[src/rtl/serial_to_parallel.sv]
// Serial-in / parallel-out receiver.
// Collects qualified serial bits into a word, then parks the finished word in a
// one-entry holding register drained through a valid/ready handshake. A word
// that finishes while the holding register is still occupied is dropped, and
// the sticky overrun flag records that it was lost.
module serial_to_parallel #(
    parameter int width     = 8,
    parameter bit msb_first = 1'b1
) (
    input  logic                      clock,
    input  logic                      reset,
    input  logic                      serial_in,
    input  logic                      serial_valid,
    input  logic                      frame_start,
    output logic [0:width-1]          data_out,
    output logic                      data_valid,
    input  logic                      data_ready,
    output logic [$clog2(width)-1:0]  bit_count,
    output logic                      overrun
);

    localparam int              CW   = $clog2(width);
    localparam logic [CW-1:0]   LAST = CW'(width - 1);

    logic [0:width-1] shift_q, shift_d, shift_base;
    logic [CW-1:0]    count_q, count_d;
    logic [0:width-1] hold_q, hold_d;
    logic             valid_q, valid_d;
    logic             overrun_q, overrun_d;
    logic             word_done;

    // Shift path: a qualified bit enters the word; frame_start restarts the word at this bit
    always_comb begin
        shift_base = frame_start ? '0 : shift_q;
        shift_d    = shift_q;
        count_d    = count_q;
        word_done  = 1'b0;
        if (serial_valid) begin
            if (msb_first) begin
                shift_d = {shift_base[1:width-1], serial_in};
            end else begin
                shift_d = {serial_in, shift_base[0:width-2]};
            end
            if (frame_start) begin
                count_d = CW'(1);
            end else if (count_q == LAST) begin
                count_d   = '0;
                word_done = 1'b1;
            end else begin
                count_d = count_q + 1'b1;
            end
        end
    end

    // Holding register: drain on transfer, load a finished word when there is room, else flag overrun
    always_comb begin
        hold_d    = hold_q;
        valid_d   = valid_q;
        overrun_d = overrun_q;
        if (valid_q && data_ready) begin
            valid_d = 1'b0;
        end
        if (word_done) begin
            if (!valid_q || data_ready) begin
                hold_d  = shift_d;
                valid_d = 1'b1;
            end else begin
                overrun_d = 1'b1;
            end
        end
    end

    // State registers with synchronous reset; a partial word is simply thrown away
    always_ff @(posedge clock) begin
        if (reset) begin
            shift_q   <= '0;
            count_q   <= '0;
            hold_q    <= '0;
            valid_q   <= 1'b0;
            overrun_q <= 1'b0;
        end else begin
            shift_q   <= shift_d;
            count_q   <= count_d;
            hold_q    <= hold_d;
            valid_q   <= valid_d;
            overrun_q <= overrun_d;
        end
    end

    assign data_out   = hold_q;
    assign data_valid = valid_q;
    assign bit_count  = count_q;
    assign overrun    = overrun_q;

endmodule

[config.mk]
export PLATFORM = sky130hd
export DESIGN_NAME = serial_to_parallel
export DESIGN_NICKNAME = d
export VERILOG_FILES = /design/src/rtl/serial_to_parallel.sv
export SDC_FILE = /design/constraint.sdc
export NUM_CORES = 1
export LEC_CHECK = 0
export BUFFER_PORTS_ARGS = -buffer_cell sky130_fd_sc_hd__buf_2
export CELL_PAD_IN_SITES_DETAIL_PLACEMENT = 1
export CELL_PAD_IN_SITES_GLOBAL_PLACEMENT = 1
export CORE_MARGIN = 2
export CORE_UTILIZATION = 34
export DETAILED_ROUTE_END_ITERATION = 6
export GPL_TIMING_DRIVEN = 0
export PLACE_DENSITY = 0.75
export SLEW_MARGIN = 30
export SYNTH_ARGS = -nofsm -noshare
export SYNTH_HDL_FRONTEND = slang
export SYNTH_SLANG_ARGS = --single-unit
[constraint.sdc]
create_clock -name clock -period 1.4 [get_ports clock]
set_input_delay 0.07 -clock clock [delete_from_list [all_inputs] [get_ports clock]]
set_output_delay 0.07 -clock clock [all_outputs]
set_load 0.01 [all_outputs]
After elaboration in Yosys (flattened, before gate mapping)
Cells that the tools add are included.
{"block": "totals", "reg_bits": 21, "inputBits": 6, "output_inout_bits": 13, "wordCells": 23}
{"block": "op_classes", "addsub": 1, "n_eq_ne": 1, "muxes": 10, "n_bitwise": 1, "n_reduce_logical": 5}
{"cell": "$mux W8", "count": 1}
{"cell": "$mux W7", "count": 1}
{"cell": "$mux W1", "count": 6}
{"cell": "$mux W3", "count": 2}
{"cell": "$reduce_and A2 Y1", "count": 2}
{"cell": "$add A3 B1 Y3 const B", "count": 1}
{"cell": "$eq A3 B3 Y1 const B", "count": 1}
{"cell": "$logic_and A1 B1 Y1", "count": 1}
{"cell": "$logic_not A1 Y1", "count": 1}
{"cell": "$logic_or A1 B1 Y1", "count": 1}
{"cell": "$not A1 Y1", "count": 1}

Depth between registers and ports, before layout
Gate-level depths: netlist (run 1).
{"block": "depth", "depth_word": 5, "depth_mapped": 5, "ltp_nobuf": 4}

Worst setup path before layout (run 1)
OpenSTA, ideal clock, no wires.
{"block": "synth_path", "path_type": "register to register", "start": "register count_q[0] (netlist: bit_count[0])", "end": "register hold_q (netlist bit data_out[7])", "setup_ns": 0.121, "t_arrival_ns": 1.354, "required_time_ns": 1.279, "setup_slack_ns": -0.075, "stages_incl_launch_ff": 6, "n_path_buf": 1, "synth_period_minus_slack_ns": 1.475, "cell_sequence": "dfxtp_1 ha_1 ha_1 and3b_1 buf_6 mux2_4"}
{"block": "synth_between", "elab_chain_cells": 5}
{"item": "start: declaration", "line": "26", "rtl": "logic [CW-1:0] count_q, count_d;"}
{"item": "start signal: assignment", "line": "83", "rtl": "count_q <= count_d;"}
{"item": "$eq A3 B3 Y1", "line": "46", "rtl": "end else if (count_q == LAST) begin"}
{"item": "$mux W1", "line": "46"}
{"item": "$mux W1", "line": "44", "rtl": "if (frame_start) begin"}
{"item": "$mux W1", "line": "38", "rtl": "if (serial_valid) begin"}
{"item": "$reduce_and A2 Y1 (no source line)"}
{"item": "end signal: assignment", "line": "84", "rtl": "hold_q <= hold_d;"}
{"item": "end: declaration", "line": "27", "rtl": "logic [0:width-1] hold_q, hold_d;"}
Every way passes these cells.
A chain may end at the register's enable or synchronous reset.

Worst setup path after layout (run 1)
Ends and elaborated chain as after synthesis.

==> metrics.yaml, run 1 <==
status: "finished clean"
path_buf_inv: 1
place_inst: 134
synth_cell_types: 18
numCtsBuffers: 3
seq_area_frac_synth_pct: 47.6
cts.reportedPaths.clkPinSlew_ps: 110
ys_seq_elements: 20
reg2reg_to: "data_out[7]"
clock_skew_ps: 4.35
final-hold-violation-count: 0
io_buffers: 17
fin_crit_sh_pct: 98.0
p_int_mw: 0.760
rsz0062_at_grt: "yes"
crit_family: "flip-flops"
grt_overflow: 0
gp_congestion: 0.667
r2r_slack_ps: 30
report.final.slew_viol_count: 0
die_w_um: 53.7
finalSetupViolCount: 0
syn_area_um2: 841
coreArea_um2: 2410
slew_headroom_pct: 75.2
cts_tree: "yes"
p_comb_share_pct: 6.0
worst_pin_slew_ps: 373
startpoint_type: "flip-flop"
peakVddDrop_mv: 0.424
r2r-start: "bit_count[0]"
start_util_pct: 34.9
hold_path_class: "primary input to flip-flop"
antenna_found_initial: 0
clock_latency_ps: 290
layout.nets: 121
switching_share_pct: 21.4
crit_path_top_delay_cell: "dfxtp_4"
cts_sinks: 20
row_count: 18
p_leak_nw: 0.445
end_kind: "flip-flop"
drc: 0
maxCapViolCount: 0
critPathRequiredTime_ps: 1590
drt_iter0_drc: 2
cp.depth: 5
post_drt_wl_per_cell_um: 12.2
crit_type: "flip-flop to flip-flop"
vias: 673
clock-root-buffer: "clkbuf_4"
r2r_cells: 5
crit_path_end: "data_out[7]"
yosysWarnings: 0
die_y_um: 53.7
diodes: 0
cp_max_fo: 4
ioPinCount: 19
power.switching_mw: 0.207
postCtsHoldBufs: 0
final_layout_size_suffix_gt1_share_pct: 31.3
max_freq_mhz: 729
htree_levels: 1
route.antenna.remaining_nets: 0
final_cells: 142
synth_nets: 95
grt_pass1_wl_um: 2840
post_cts_resized: 0
power.total_mw: 0.968
seqPwrFrac_pct: 60.1
fp.dieArea_um2: 2890
area_growth_pct: 27.5
netlist_instances: 87
crit_start: "bit_count[0]"
utilization_pct: 44.5
critical_path_arrival_ps: 1570
grt_use_total_pct: 14.0
first_pass_iters: 3
grt_max_degree: 12
wl_um: 1730
pwr-share-clk_pct: 33.9
layout_min_cycle_time_ps: 1370
critPathMaxStageDelay_ps: 380
powerDensity_nw_per_um2: 902
cts_buffer_depth: 2
first_global_vias: 633
drt-vias-per-instance: 4.74
avgSynthCellArea_um2: 9.66
path_common_cell: "ha_4"
critical_path.cell_chain: "ha_4 > ha_4 > and3b_1 > buf_6 > mux2_4"
[sequential cells by signal (all words and copies together), names as in the netlist]
name        flops
data_out        8
data_valid      1
overrun         1
shift_q         7
bit_count       3
[metrics by stage]
step	instance area (um2)	hold slack, ps	setup TNS [ps]	setup slack [ps]
finish	1070	55.6	0	28.4
CTS	1060	52.4	0	10.2
global route	1070	96.5	-4.70	-4.70
detailed placement	993	368	-10.5	-10.5
floorplan	871	256	0	23.7
global placement	993	349	0	4.06
[cells in the final DEF, fill, tap and decap left out]
cell type / netlist / layout
a21oi_1: 9 / 9
a31oi_1: 1 / 1
and2b_1: 2 / 2
and3b_1: 1 / 1
buf_12: 0 / 1
buf_2: 3 / 20
buf_4: 0 / 3
buf_6: 1 / 1
clkbuf_1: 2 / 2
clkbuf_4: 0 / 3
clkbuf_8: 0 / 1
dfxtp_1: 20 / 18
dfxtp_2: 0 / 1
dfxtp_4: 0 / 1
ha_4: 0 / 2
mux2_4: 1 / 1
mux2i_1: 8 / 8
nand2b_1: 16 / 16
nand3b_1: 2 / 2
nor2_1: 10 / 10
nor2b_1: 6 / 6
nor2b_2: 1 / 1
nor3_1: 1 / 1
o21a_1: 1 / 1
[power by group through the flow]
stage / Sequential, mW / Combinational (mW) / Clock [mW]
global route: 0.583 / 0.0665 / 0.364
CTS: 0.582 / 0.0600 / 0.341
detailed placement: 0.594 / 0.0597 / 0
finish: 0.581 / 0.0585 / 0.328
floorplan: 0.595 / 0.0366 / 0
global placement: 0.594 / 0.0591 / 0
[worst min path at each step]
stage,from,endpoint,slack (ps),depth (start not counted)
after floorplan,serial_in,shift_q[7],260,2
after detailed placement,serial_in,shift_q[7],370,3
after global placement,serial_in,shift_q[7],350,3
after global routing,serial_in,shift_q[7],100,3
after CTS,serial_in,shift_q[7],50,3
final,serial_in,shift_q[7],60,3
[worst min-delay path, cell delays in order]
cell and delay, ps:
buf_2 70, mux2i_1 60, nor2_1 110
[Yosys cell counts]
master | number | share of area, %
nor2_1 | 10 | 4.5
ha_1 | 2 | 3.0
and2b_1 | 2 | 1.8
nor2b_2 | 1 | 1.0
clkbuf_1 | 2 | 0.89
mux2i_1 | 8 | 9.5
nor3_1 | 1 | 0.59
dfxtp_1 | 20 | 48
nand3b_1 | 2 | 1.8
and3b_1 | 1 | 1.0
a31oi_1 | 1 | 0.74
a21oi_1 | 9 | 5.4
nand2b_1 | 16 | 12
nor2b_1 | 6 | 4.5
buf_6 | 1 | 1.3
o21a_1 | 1 | 0.89
mux2_4 | 1 | 1.8
buf_2 | 3 | 1.8
[final cells by class]
class	count	area, um2
Timing Repair Buffer	21	128
Tap cell	30	37.5
Buffer	6	33.8
Multi-Input combinational cell	61	432
Fill cell	291	1340
Sequential cell	20	405
Clock buffer	4	36.3
[routing by layer]
metal	global-route usage [%]	vias up	wire length, um
met5	0	-	0
met4	5.13	0	13
met3	2.50	2	57
met2	24.4	9	913
met1	17.0	327	741
li1	-	335	-
[logic make-up after synthesis]
family,share of synthesized area (%)
AOI/OAI and AO/OA,6.99
adders and majority gates,2.98
buffers and inverters,4.02
DFF,47.6
muxes,11.3
and+or+nand+nor,27.1
[timing repair]
item / 4_1_cts / 5_1_grt
endpoints found under the setup margin: 1 / 2
pin swaps: 0 / 1
setup buffers: 2 / 2
No activity file was read; power rests on OpenSTA's default activity.
==> inputs of run 2 (changes only) <==
ABC_AREA = 1   (was default)
CORE_UTILIZATION = 32   (was 34)
==> metrics.yaml, run 2 <==
final_common_cell: "nand2_1"  # was buf_2
yosys.area_share.xor_xnor_pct: 0  # unchanged
synth_fa_ha_area_share_pct: 2.89  # was 2.98%
slew_headroom_pct: 69.1  # was 75.2%
pwr-share-clk_pct: 30.1  # was 33.9%
area_growth_pct: 22.3  # was 27.5%
antenna_found_initial: 0  # unchanged
max_freq_mhz: 789  # was 729 MHz
grt_use_total_pct: 13.1  # was 14.0%
synth-compound-area-share_pct: 6.95  # was 6.99%
critical_path_arrival_ps: 1470  # was 1570 ps
timing.hold.ws_ps: 76.8  # was 55.6 ps
netlist_instances: 122  # was 87
crit_type: "flip-flop to flip-flop"  # unchanged
first_pass_iters: 4  # was 3
seq_area_frac_synth_pct: 48.6  # was 47.6%
switching_share_pct: 24.0  # was 21.4%
ys_seq_elements: 21  # was 20
powerDensity_nw_per_um2: 912  # was 902 nW/um2
layout_min_cycle_time_ps: 1270  # was 1370 ps
route.antenna.remaining_nets: 0  # unchanged
fin_crit_sh_pct: 90.5  # was 98.0%
die_w_um: 56.0  # was 53.7 um
io_buffers: 18  # was 17
peakVddDrop_mv: 0.552  # was 0.424 mV
final_cells: 176  # was 142
dpl.hpwl_um: 1450
min_path_cells: 4  # was 3
drc: 0  # unchanged
yosysWarnings: 0  # unchanged
die_y_um: 56.0  # was 53.7 um
clock_latency_ps: 290  # about the same
r2r_slack_ps: 130  # was 30 ps
drt-vias-per-instance: 4.51  # was 4.74
gp_congestion: 0.725  # was 0.667
utilization_pct: 41.9  # was 44.5%
status: "finished clean"  # unchanged
worst_pin_slew_ps: 463  # was 373 ps
hold_start: "frame_start"  # was serial_in
synth_top_family_by_area: "simple AND/OR/NAND/NOR gates"  # unchanged
hold_path_class: "primary input to flip-flop"  # unchanged
drt_iter0_drc: 5  # was 2
clock_skew_ps: 2.21  # was 4.35 ps
layout_common_cells: "nand2_1, nor2_1, buf_2, dfxtp_1, inv_1"  # was buf_2, dfxtp_1, nand2b_1, nor2_1, a21oi_1
avgSynthCellArea_um2: 7.09  # was 9.66 um2
report.final.slew_viol_count: 0  # unchanged
finalSetupViolCount: 0  # unchanged
synth_common_cells: "nand2_1, nor2_1, dfxtp_1"  # was dfxtp_1, nand2b_1, nor2_1
seqPwrFrac_pct: 63.2  # was 60.1%
synthArstFlopShare_pct: 0  # unchanged
r2r-start: "bit_count[0]"  # unchanged
pre_cts_slack_ps: 37.1  # was -10.5 ps
cts_sinks: 21  # was 20
final_layout_size_suffix_gt1_share_pct: 22.6  # was 31.3%
end_kind: "flip-flop"  # unchanged
syn_area_um2: 865  # was 841 um2
startpoint_type: "flip-flop"  # unchanged
reg2reg_to: "data_out[2]"  # was data_out[7]
cts.reportedPaths.clkPinSlew_ps: 120  # was 110 ps
cp_max_fo: 10  # was 4
maxCapViolCount: 0  # unchanged
cts_tree: "yes"  # unchanged
synthSimpleGateAreaFrac_pct: 33.6  # was 27.1%
power.switching_mw: 0.231  # was 0.207 mW
grt_overflow: 0  # unchanged
start_util_pct: 34.3  # was 34.9%
synth_edf_count: 0  # unchanged
p_int_mw: 0.733  # was 0.760 mW
place_inst: 170  # was 134
synth_largest_area_cell: "dfxtp_1"  # unchanged
diodes: 0  # unchanged
layout.nets: 155  # was 121
grt_max_degree: 13  # was 12
row_count: 18  # unchanged
coreArea_um2: 2520  # was 2410 um2
min_to: "bit_count[1]"  # was shift_q[7]
grt_pass1_wl_um: 3350  # was 2840 um
critPathRequiredTime_ps: 1610  # was 1590 ps
synth_nets: 130  # was 95
r2r_cells: 7  # was 5
synth.most_common_cell: "nand2_1"  # was dfxtp_1
cts_buffer_depth: 2  # unchanged
final-hold-violation-count: 0  # unchanged
synth_cell_types: 15  # was 18
synthMuxAreaShare_pct: 0  # was 11.3%
tns_ps: 0  # unchanged
yosys_most_used_dff: "dfxtp_1"  # unchanged
yosys-top-cells-area: "dfxtp_1, nand2_1, nor2_1"  # was dfxtp_1, nand2b_1, mux2i_1
vias: 794  # was 673
rsz0062_at_grt: "no"  # was yes
ioPinCount: 19  # unchanged
clock-root-buffer: "clkbuf_4"  # unchanged
setup_slack_ps: 132  # was 28.4 ps
first_global_vias: 759  # was 633
p_leak_nw: 0.566  # was 0.445 nW
htree_levels: 1  # unchanged
numCtsBuffers: 3  # unchanged
p_comb_share_pct: 6.7  # was 6.0%
wl_um: 1880  # was 1730 um
fp.dieArea_um2: 3130  # was 2890 um2
yosysTopAreaCellShare_pct: 48.6  # was 47.6%
post_drt_wl_per_cell_um: 10.7  # was 12.2 um
-- run 2: cell count changes after synthesis, moves of 8 or more --
cell	before	now
mux2i_1	8	0
nor2_1	10	23
inv_1	0	11
nand2_1	0	38
nand3_1	0	8
nand2b_1	16	0
-- run 2: how the worst max path moves through the flow --
| stage | from | endpoint | slack [ps] | depth (start not counted) |
|---|---|---|---|---|
| after floorplan | bit_count[0] | data_out[7] | 170 | 7 |
| after global placement | bit_count[0] | data_out[6] | 120 | 6 |
| after detailed placement | bit_count[0] | data_out[2] | 40 | 6 |
| after CTS | bit_count[0] | data_out[6] | 3 | 6 |
| after global routing | bit_count[0] | data_out[7] | 4 | 7 |
| final | bit_count[0] | data_out[2] | 130 | 7 |
-- run 2: repair_timing --
action / 4_1_cts / 5_1_grt
endpoints found under the hold margin: 2 / 0
hold buffers: 1 / 0
endpoints found under the setup margin: 0 / 8
setup buffers: 0 / 1
gates resized for setup: 0 / 6
-- run 2: critical path: stages (launching register included) --
cell	delay, ps
dfxtp_2	360
ha_1	210
ha_2	200
nand3_4	120
buf_6	150
nand2_1	50
nand2_1	50
nor2_1	40
-- run 2: layout make-up --
type,instances,area (um2)
inverters,13,48.8
fillers,340,1470
repair buffers,20,108
well taps,30,37.5
clock buffers,3,22.5
clock inverters,1,5.00
flip-flops and latches,21,423
plain buffers,3,20.0
multi-input cells,85,393
-- run 2: per-stage QoR --
step / instance area (um2) / power (mW)
after floorplan: 865 / 0.654
after global placement: 992 / 0.677
after detailed placement: 992 / 0.682
after CTS: 1030 / 0.984
after global routing: 1060 / 1.01
final: 1060 / 0.964
-- run 2: cell families (layout without fill, tap and decap cells) --
logic type,count (synthesis),count (layout)
AO/OA/AOI/OAI,12,12
adder cells (fa/ha/maj),2,2
buffers and inverters,16,40
flip-flops,21,21
AND/OR/NAND/NOR,71,71
-- run 2: power groups by stage --
stage	Clock [mW]	Combinational (mW)	Sequential, mW
final	0.291	0.0647	0.609
after global routing	0.328	0.0734	0.611
after CTS	0.312	0.0622	0.609
after detailed placement	0	0.0598	0.622
after global placement	0	0.0559	0.622
after floorplan	0	0.0316	0.623
-- run 2: metal layers --
layer  track usage, %  vias to the layer above  share of wire [%]
li1                 -                      428                  -
met1             16.6                      356                 47
met2             22.5                        8                 49
met3             2.09                        2                2.6
met4             4.08                        0               0.80
met5                0                        -                  0
==> inputs of run 3 (changes only) <==
CORE_ASPECT_RATIO = 1.2   (was default)
==> metrics.yaml, run 3 (synthesized netlist as in run 2, its figures left out) <==
status: "finished clean"  # unchanged
cp_max_fo: 10  # unchanged
max_freq_mhz: 774  # was 789 MHz
cts.reportedPaths.clkPinSlew_ps: 110  # was 120 ps
path_buf_inv: 1  # unchanged
grt_overflow: 0  # unchanged
switching_share_pct: 22.8  # was 24.0%
coreArea_um2: 2550  # was 2520 um2
seqPwrFrac_pct: 63.9  # was 63.2%
io_buffers: 18  # unchanged
layout.nets: 154  # was 155
worst_pin_slew_ps: 419  # was 463 ps
busiest_layer: "met2"  # unchanged
critPathMaxStageDelay_ps: 350  # was 360 ps
grt_use_met1_pct: 17.3  # was 16.6%
final_layout_size_suffix_gt1_share_pct: 18.6  # was 22.6%
dpl.hpwl_um: 1420  # was 1450 um
crit_type: "flip-flop to flip-flop"  # unchanged
cts_sinks: 21  # unchanged
finalSetupViolCount: 0  # unchanged
critical_path.cell_chain: "ha_1 > ha_1 > nand3_2 > buf_6 > nand2_1 > nand2_1 > nor2_1"  # was ha_1 > ha_2 > nand3_4 > buf_6 > nand2_1 > nand2_1 > nor2_1
crit_path_top_delay_cell: "dfxtp_2"  # unchanged
crit_family: "adder cells"  # unchanged
row_count: 20  # was 18
clock-root-buffer: "clkbuf_4"  # unchanged
crit_start: "bit_count[0]"  # unchanged
cp.depth: 7  # unchanged
startpoint_type: "flip-flop"  # unchanged
die_w_um: 51.5  # was 56.0 um
first_pass_iters: 4  # unchanged
fin_crit_sh_pct: 92.3  # was 90.5%
grt_max_degree: 12  # was 13
fill_cells: 363  # was 340
die_y_um: 60.9  # was 56.0 um
grt_use_total_pct: 14.1  # was 13.1%
cts_setup_buffers: 0  # unchanged
diodes: 0  # unchanged
drt_iter0_drc: 8  # was 5
end_kind: "flip-flop"  # unchanged
r2r_cells: 7  # unchanged
grt_pass1_wl_um: 3310  # was 3350 um
reg2reg_to: "data_out[0]"  # was data_out[2]
critPathRequiredTime_ps: 1600  # was 1610 ps
power.switching_mw: 0.217  # was 0.231 mW
p_int_mw: 0.735  # was 0.733 mW
gp_congestion: 0.658  # was 0.725
layout_min_cycle_time_ps: 1290  # was 1270 ps
utilization_pct: 40.5  # was 41.9%
p_comb_share_pct: 6.3  # was 6.7%
antenna_found_initial: 0  # unchanged
slew_headroom_pct: 72.1  # was 69.1%
maxCapViolCount: 0  # unchanged
tns_ps: 0  # unchanged
start_util_pct: 33.9  # was 34.3%
hold_start: "frame_start"  # unchanged
cts_buffer_depth: 2  # unchanged
ioPinCount: 19  # unchanged
numCtsBuffers: 3  # unchanged
peakVddDrop_mv: 0.509  # was 0.552 mV
report.final.slew_viol_count: 0  # unchanged
clock_skew_ps: 2.77  # was 2.21 ps
pwr-share-clk_pct: 29.8  # was 30.1%
use_met2_pct: 24.4  # was 22.5%
cts_tree: "yes"  # unchanged
first_global_vias: 775  # was 759
htree_levels: 1  # unchanged
p_leak_nw: 0.561  # was 0.566 nW
route.antenna.remaining_nets: 0  # unchanged
final-hold-violation-count: 0  # unchanged
grt_use_met3_pct: 2.96  # was 2.09%
r2r-start: "bit_count[0]"  # unchanged
final_common_cell: "nand2_1"  # unchanged
powerDensity_nw_per_um2: 921  # was 912 nW/um2
area_growth_pct: 19.5  # was 22.3%
drc: 0  # unchanged
post_drt_wl_per_cell_um: 10.4  # was 10.7 um
rsz0062_at_grt: "no"  # unchanged
crit_path_end: "data_out[0]"  # was data_out[2]
hold_path_class: "primary input to flip-flop"  # unchanged
r2r_slack_ps: 110  # was 130 ps
critical_path_arrival_ps: 1490  # was 1470 ps
layout_common_cells: "nand2_1, nor2_1, dfxtp_1, buf_2, inv_1"  # was nand2_1, nor2_1, buf_2, dfxtp_1, inv_1
vias: 782  # was 794
fp.dieArea_um2: 3140  # was 3130 um2
wl_um: 1860  # was 1880 um
clock_latency_ps: 290  # about the same
drt-vias-per-instance: 4.39  # was 4.51
[run 3: layout make-up]
type / instances / area (um2) / area share, %
Multi-Input combinational cell: 85 / 375 / 36.3
Sequential cell: 21 / 422 / 40.8
Inverter: 13 / 48.8 / 4.72
Buffer: 3 / 20.0 / 1.94
Timing Repair Buffer: 19 / 100 / 9.69
Clock buffer: 4 / 26.3 / 2.54
Tap cell: 33 / 41.3 / 4.00
[run 3: per-layer routing]
metal  wire length (um)  part of all wire [%]
met4                  8                  0.43
met2                894                    48
met5                  0                     0
met1                874                    47
met3                 79                   4.3
[run 3: worst min path at each step]
stage / endpoint / cells past startpoint
finish: bit_count[1] / 4
global placement: shift_q[6] / 2
floorplan: shift_q[5] / 1
global route: bit_count[1] / 4
CTS: bit_count[1] / 4
detailed placement: shift_q[5] / 2
[run 3: what timing repair did]
action,CTS,global route
endpoints found under the hold margin,2,0
hold buffers,1,0
gates resized for setup,0,1
setup endpoints to repair,0,7
[run 3: through the flow]
| stage | cell area, um2 | total power [mW] | setup slack, ps | hold slack, ps | instances |
|---|---|---|---|---|---|
| after floorplan | 865 | 0.654 | 172 | 139 | 122 |
| after global placement | 996 | 0.677 | 102 | 272 | 173 |
| after detailed placement | 996 | 0.680 | 96.4 | 285 | 173 |
| after CTS | 1030 | 0.970 | 72.9 | 98.5 | 178 |
| after global routing | 1030 | 1.01 | 2.61 | 98.4 | 178 |
| final | 1030 | 0.952 | 107 | 109 | 178 |
[run 3: power by group through the flow]
stage | combinational (mW) | clock [mW] | sequential, mW
6_report | 0.0597 | 0.284 | 0.609
5_1_grt | 0.0685 | 0.331 | 0.610
4_1_cts | 0.0607 | 0.301 | 0.608
3_5_place_dp | 0.0584 | 0 | 0.622
3_3_place_gp | 0.0555 | 0 | 0.621
2_1_floorplan | 0.0316 | 0 | 0.623
[run 3: worst reg2reg max path, stage by stage, from the launching register on]
cell and delay, ps:
dfxtp_2 350, ha_1 190, ha_1 210, nand3_2 140, buf_6 160, nand2_1 60, nand2_1 60, nor2_1 40
